$ cat src/rtl/mode_select.sv
// Mode push-button conditioner: 2-flop sync, per-button debounce, press detect, one-hot mode request.
// Optional feature MODE_LOCK_EN: defers mode changes while busy, holding one pending request.
module mode_select #(
  parameter int DEBOUNCE_CYCLES = 1_000_000,
  parameter int CNT_W           = 20
) (
  input  logic       clk,
  input  logic       rst,
  input  logic [2:0] btn_in,
  input  logic       busy,
  output logic [2:0] x_out,
  output logic       mode_chg,
  output logic [2:0] btn_level
);

  localparam logic [CNT_W-1:0] CNT_MAX = CNT_W'(DEBOUNCE_CYCLES - 1);

  logic [2:0]       sync1;
  logic [2:0]       sync2;
  logic [2:0]       btn_level_d;
  logic [CNT_W-1:0] cnt [3];
  logic [2:0]       rise;
  logic [2:0]       req;
  logic             req_valid;

  // Synchronize, then let each debounced level flip only after a full run of stable samples.
  always_ff @(posedge clk or negedge rst) begin
    if (!rst) begin
      sync1       <= '0;
      sync2       <= '0;
      btn_level   <= '0;
      btn_level_d <= '0;
      for (int i = 0; i < 3; i++) cnt[i] <= '0;
    end else begin
      sync1       <= btn_in;
      sync2       <= sync1;
      btn_level_d <= btn_level;
      for (int i = 0; i < 3; i++) begin
        if (sync2[i] == btn_level[i]) begin
          cnt[i] <= '0;
        end else if (cnt[i] == CNT_MAX) begin
          btn_level[i] <= sync2[i];
          cnt[i]       <= '0;
        end else begin
          cnt[i] <= cnt[i] + 1'b1;
        end
      end
    end
  end

  assign rise = btn_level & ~btn_level_d;

  // Simultaneous presses are ambiguous and produce no request.
  always_comb begin
    req       = rise;
    req_valid = 1'b0;
    case (rise)
      3'b001, 3'b010, 3'b100: req_valid = 1'b1;
      default:                req_valid = 1'b0;
    endcase
  end

`ifdef MODE_LOCK_EN
  logic [2:0] pending;

  // While busy, the latest differing request waits in pending and is applied once busy drops.
  always_ff @(posedge clk or negedge rst) begin
    if (!rst) begin
      x_out    <= 3'b001;
      mode_chg <= 1'b0;
      pending  <= '0;
    end else if (busy) begin
      mode_chg <= 1'b0;
      if (req_valid) pending <= (req != x_out) ? req : 3'b000;
    end else if (req_valid) begin
      pending <= '0;
      if (req != x_out) begin
        x_out    <= req;
        mode_chg <= 1'b1;
      end else begin
        mode_chg <= 1'b0;
      end
    end else if (pending != 3'b000 && pending != x_out) begin
      x_out    <= pending;
      mode_chg <= 1'b1;
      pending  <= '0;
    end else begin
      mode_chg <= 1'b0;
      pending  <= '0;
    end
  end
`else
  logic unused_busy;
  assign unused_busy = busy;

  always_ff @(posedge clk or negedge rst) begin
    if (!rst) begin
      x_out    <= 3'b001;
      mode_chg <= 1'b0;
    end else if (req_valid && req != x_out) begin
      x_out    <= req;
      mode_chg <= 1'b1;
    end else begin
      mode_chg <= 1'b0;
    end
  end
`endif

endmodule

$ cat config.mk
export PLATFORM = sky130hd
export DESIGN_NAME = mode_select
export DESIGN_NICKNAME = d
export VERILOG_FILES = /design/src/rtl/mode_select.sv
export SDC_FILE = /design/constraint.sdc
export NUM_CORES = 1
export LEC_CHECK = 0
export BUFFER_PORTS_ARGS = -buffer_cell sky130_fd_sc_hd__buf_2
export CAP_MARGIN = 0
export CORE_MARGIN = 2
export CORE_UTILIZATION = 26
export CTS_CLUSTER_SIZE = 8
export DETAILED_ROUTE_END_ITERATION = 8
export PLACE_DENSITY = 0.37
export SLEW_MARGIN = 5
export SYNTH_ARGS = -nofsm -noshare
export SYNTH_HDL_FRONTEND = slang
export SYNTH_SLANG_ARGS = --single-unit
$ cat constraint.sdc
create_clock -name clk -period 2.2 [get_ports clk]
set_input_delay 0.11 -clock clk [delete_from_list [all_inputs] [get_ports clk]]
set_output_delay 0.11 -clock clk [all_outputs]
set_load 0.02 [all_outputs]
==> run metrics <==
gpl congestion 0.770; share of the yosys chip area belonging to registers 0.522; headroom to the max-slew limit 0.597; NetSw 0.000670 W; Setup Buffers After CTS 0; largest net degree at the start of global routing 50; cts bufs inserted 9; die boundary width 122 um; post-synthesis cell count 358; fraction of layout cells with a size suffix above 1 0.121; clock network power share 0.490; area inside the core boundary 13800 um2; deepest clock path buffer count 2; full die area 15000 um2; Die Ht 122 um; vias per cell 4.62; cell at the slowest stage of the critical path or4_1; number of synthesized register bits 76; total clock sinks 76; startpoint of the lowest-slack register-to-register path cnt[0]; Max IR drop VDD 386 uV; worst setup skew after layout 0.00856 ns; number of setup violations in the final report 0; count of fill cells added during filler insertion 1441; # IOs 13; number of library cell types mapped by synthesis 41; Area Overhead vs Synth 17.7%; post-synthesis area per instance 10.2 um2; via count of the first global-routing pass 2597; net count reported at finish 391; worst min-delay path class in2async; Routed wire per std cell 13.2 um; Internal Pwr Total 0.00233 W; Detail Route Antenna Nets 0; number of synthesized flops with an enable pin 0; pins over their slew limit 0; post-synthesis async set-or-reset flop share 1.00; part of the power in combinational logic 0.032; Critical Path RT 2.47 ns; wire length of the first global-routing pass 12900 um; sequential cell area 1900 um2; PwrDens 699 nW/um2; total wire length 7470 um; register-to-register setup slack 0.31 ns; final hold vios 0; slew at the pin with the worst max-slew slack 0.600 ns; Synthesized Nets 367; Iteration-0 DRC Markers 212; Tot Pwr 0.00300 W; RSZ-0062 raised after global routing no; switch share 0.223; number of port buffers 11; clock tree from TritonCTS done; row count 43; footprint of the multi-input gates 1680 um2; overall track demand over capacity in global routing 0.112; CP Capture Type flop; starting density of the core 0.265; type of element launching the critical path flop; CTS HTree Levels 3; type of the worst setup path reg2reg; final sum of negative setup slack 0 ns; CP arrival 2.16 ns; peak fanout along the critical path 5; clock root buffer master clkbuf_16; clock period minus final worst setup slack 1.89 ns; antenna violations before repair 0; final period utilization 0.858; number of warning messages in the yosys log 0; maximum cell stage delay along the critical path 0.48 ns; CP cell instances ha_1 -> nand4_1 -> or2_1 -> or4_1 -> a21oi_1; max-capacitance violation count 0; clock latency of the later-clocked register in the worst-skew pair 0.34 ns; sum of net half-perimeters after detailed placement 4820 um; sequential group share of total power 0.478; clock input transition at the sequential cells of the worst setup and hold paths 0.06 ns; number of antenna cells inserted 0; capture point of the worst reg-to-reg path cnt[18]; post-synthesis cell area 3650 um2; post-detailed-route DRC marker count 0; leakage 1.75 nW; cells on worst reg2reg path 5; grt ovf 0; number of vias in the routed layout 2618; first-pass iteration count of the detailed router 6; outcome complete, no violations; flip-flop cell with the highest count after synthesis dfrtp_1; upper clock frequency limit 530 MHz
## cells in the mapped netlist, types with 4 or more instances
master	count	area share
nor2_1	50	0.051
xor2_1	23	0.055
nand2b_1	6	0.010
o21ai_0	9	0.012
buf_2	6	0.0082
or4_1	6	0.012
and4_1	7	0.017
xnor2_1	22	0.053
nand2_1	23	0.024
or3_1	6	0.010
a21oi_1	13	0.018
nor3_1	12	0.016
dfrtp_1	75	0.51
nand4_1	12	0.021
nand3_1	19	0.026
o31ai_1	8	0.016
and3_1	6	0.010
inv_1	10	0.010
nor4b_1	4	0.0096
nor4_1	9	0.015
## final cells by class
type / count / area share
repair buffers: 22 / 0.0379
clock buffers: 12 / 0.0551
well taps: 180 / 0.0525
flip-flops and latches: 76 / 0.443
clock inverters: 4 / 0.0119
multi-input cells: 263 / 0.391
inverters: 10 / 0.00874
## through the flow
step	hold slack (ns)	area (um2)	instances	setup slack (ns)	utilization
final	0.230	4290	567	0.313	0.312
after global routing	0.273	4290	567	0.157	0.312
after CTS	0.256	4290	567	0.323	0.312
after detailed placement	0.0663	3970	547	0.322	0.288
after global placement	0.0703	3970	547	0.339	0.288
after floorplan	-0.186	3650	358	0.527	-
## worst max-delay path by stage
stage,from,slack (ns),end
floorplan,cnt[0],0.53,cnt[18]
global placement,cnt[40],0.34,cnt[58]
detailed placement,cnt[0],0.32,cnt[18]
CTS,cnt[0],0.32,cnt[18]
global route,cnt[40],0.16,cnt[58]
finish,cnt[0],0.31,cnt[18]
## cells by family after synthesis
| group | synth area share |
|---|---|
| compound gates | 0.0597 |
| xor+xnor | 0.108 |
| mux | 0.0147 |
| buf+inv | 0.0216 |
| fa+ha+maj | 0.0103 |
| flops | 0.522 |
| simple gates | 0.264 |
## power groups by stage
| stage | sequential (W) | combinational (W) | clock (W) |
|---|---|---|---|
| floorplan | 0.00146 | 0.0000401 | 0 |
| global placement | 0.00146 | 0.0000952 | 0 |
| detailed placement | 0.00146 | 0.0000941 | 0 |
| CTS | 0.00143 | 0.000100 | 0.00152 |
| global route | 0.00144 | 0.000113 | 0.00157 |
| finish | 0.00143 | 0.0000956 | 0.00147 |
## placed cells by master, fill, tap and decap left out, types with 2 or more instances in the layout
cell / count
dlygate4sd3_1: 4
clkbuf_16: 9
mux2i_1: 2
clkbuf_1: 3
o21ai_0: 9
nand4b_1: 2
a32o_1: 3
or2_2: 2
xnor2_1: 22
or4_1: 6
xor2_1: 23
ha_1: 3
dfrtp_1: 75
inv_1: 10
o31ai_1: 6
a21oi_1: 13
nand2b_1: 6
nor4_1: 9
buf_2: 10
mux2_2: 2
nor4b_1: 4
nand2_1: 23
nand4_1: 12
nand4_2: 2
and4_1: 7
nor3_1: 12
buf_4: 7
nand3_1: 19
o31ai_2: 2
and3_1: 6
nor2_1: 50
or3_1: 6
## critical path: cells and delay by family (launching register included)
kind            cells  cell delay (ns)
flops               1             0.38
simple gates        3             1.03
compound gates      1             0.15
fa+ha+maj           1             0.26
## layer usage
metal / up-vias / global-route usage / routed length, um
met5: - / 0 / 0
met4: 0 / 0.0603 / 174
li1: 1316 / - / -
met3: 10 / 0.0321 / 212
met1: 1268 / 0.147 / 3800
met2: 24 / 0.168 / 3290
## flip-flops by register name, indices dropped and copies added (netlist names)
| name | flops |
|---|---|
| sync2 | 3 |
| mode_chg | 1 |
| cnt | 60 |
| btn_level | 3 |
| sync1 | 3 |
| btn_level_d | 3 |
| x_out | 3 |
## what timing repair did
action                                 4_1_cts  5_1_grt
setup endpoints to repair                    0        0
resized for setup                            0        0
endpoints found under the hold margin       30        0
hold buffers                                 4        0
Power figures use the tool's default switching activity.
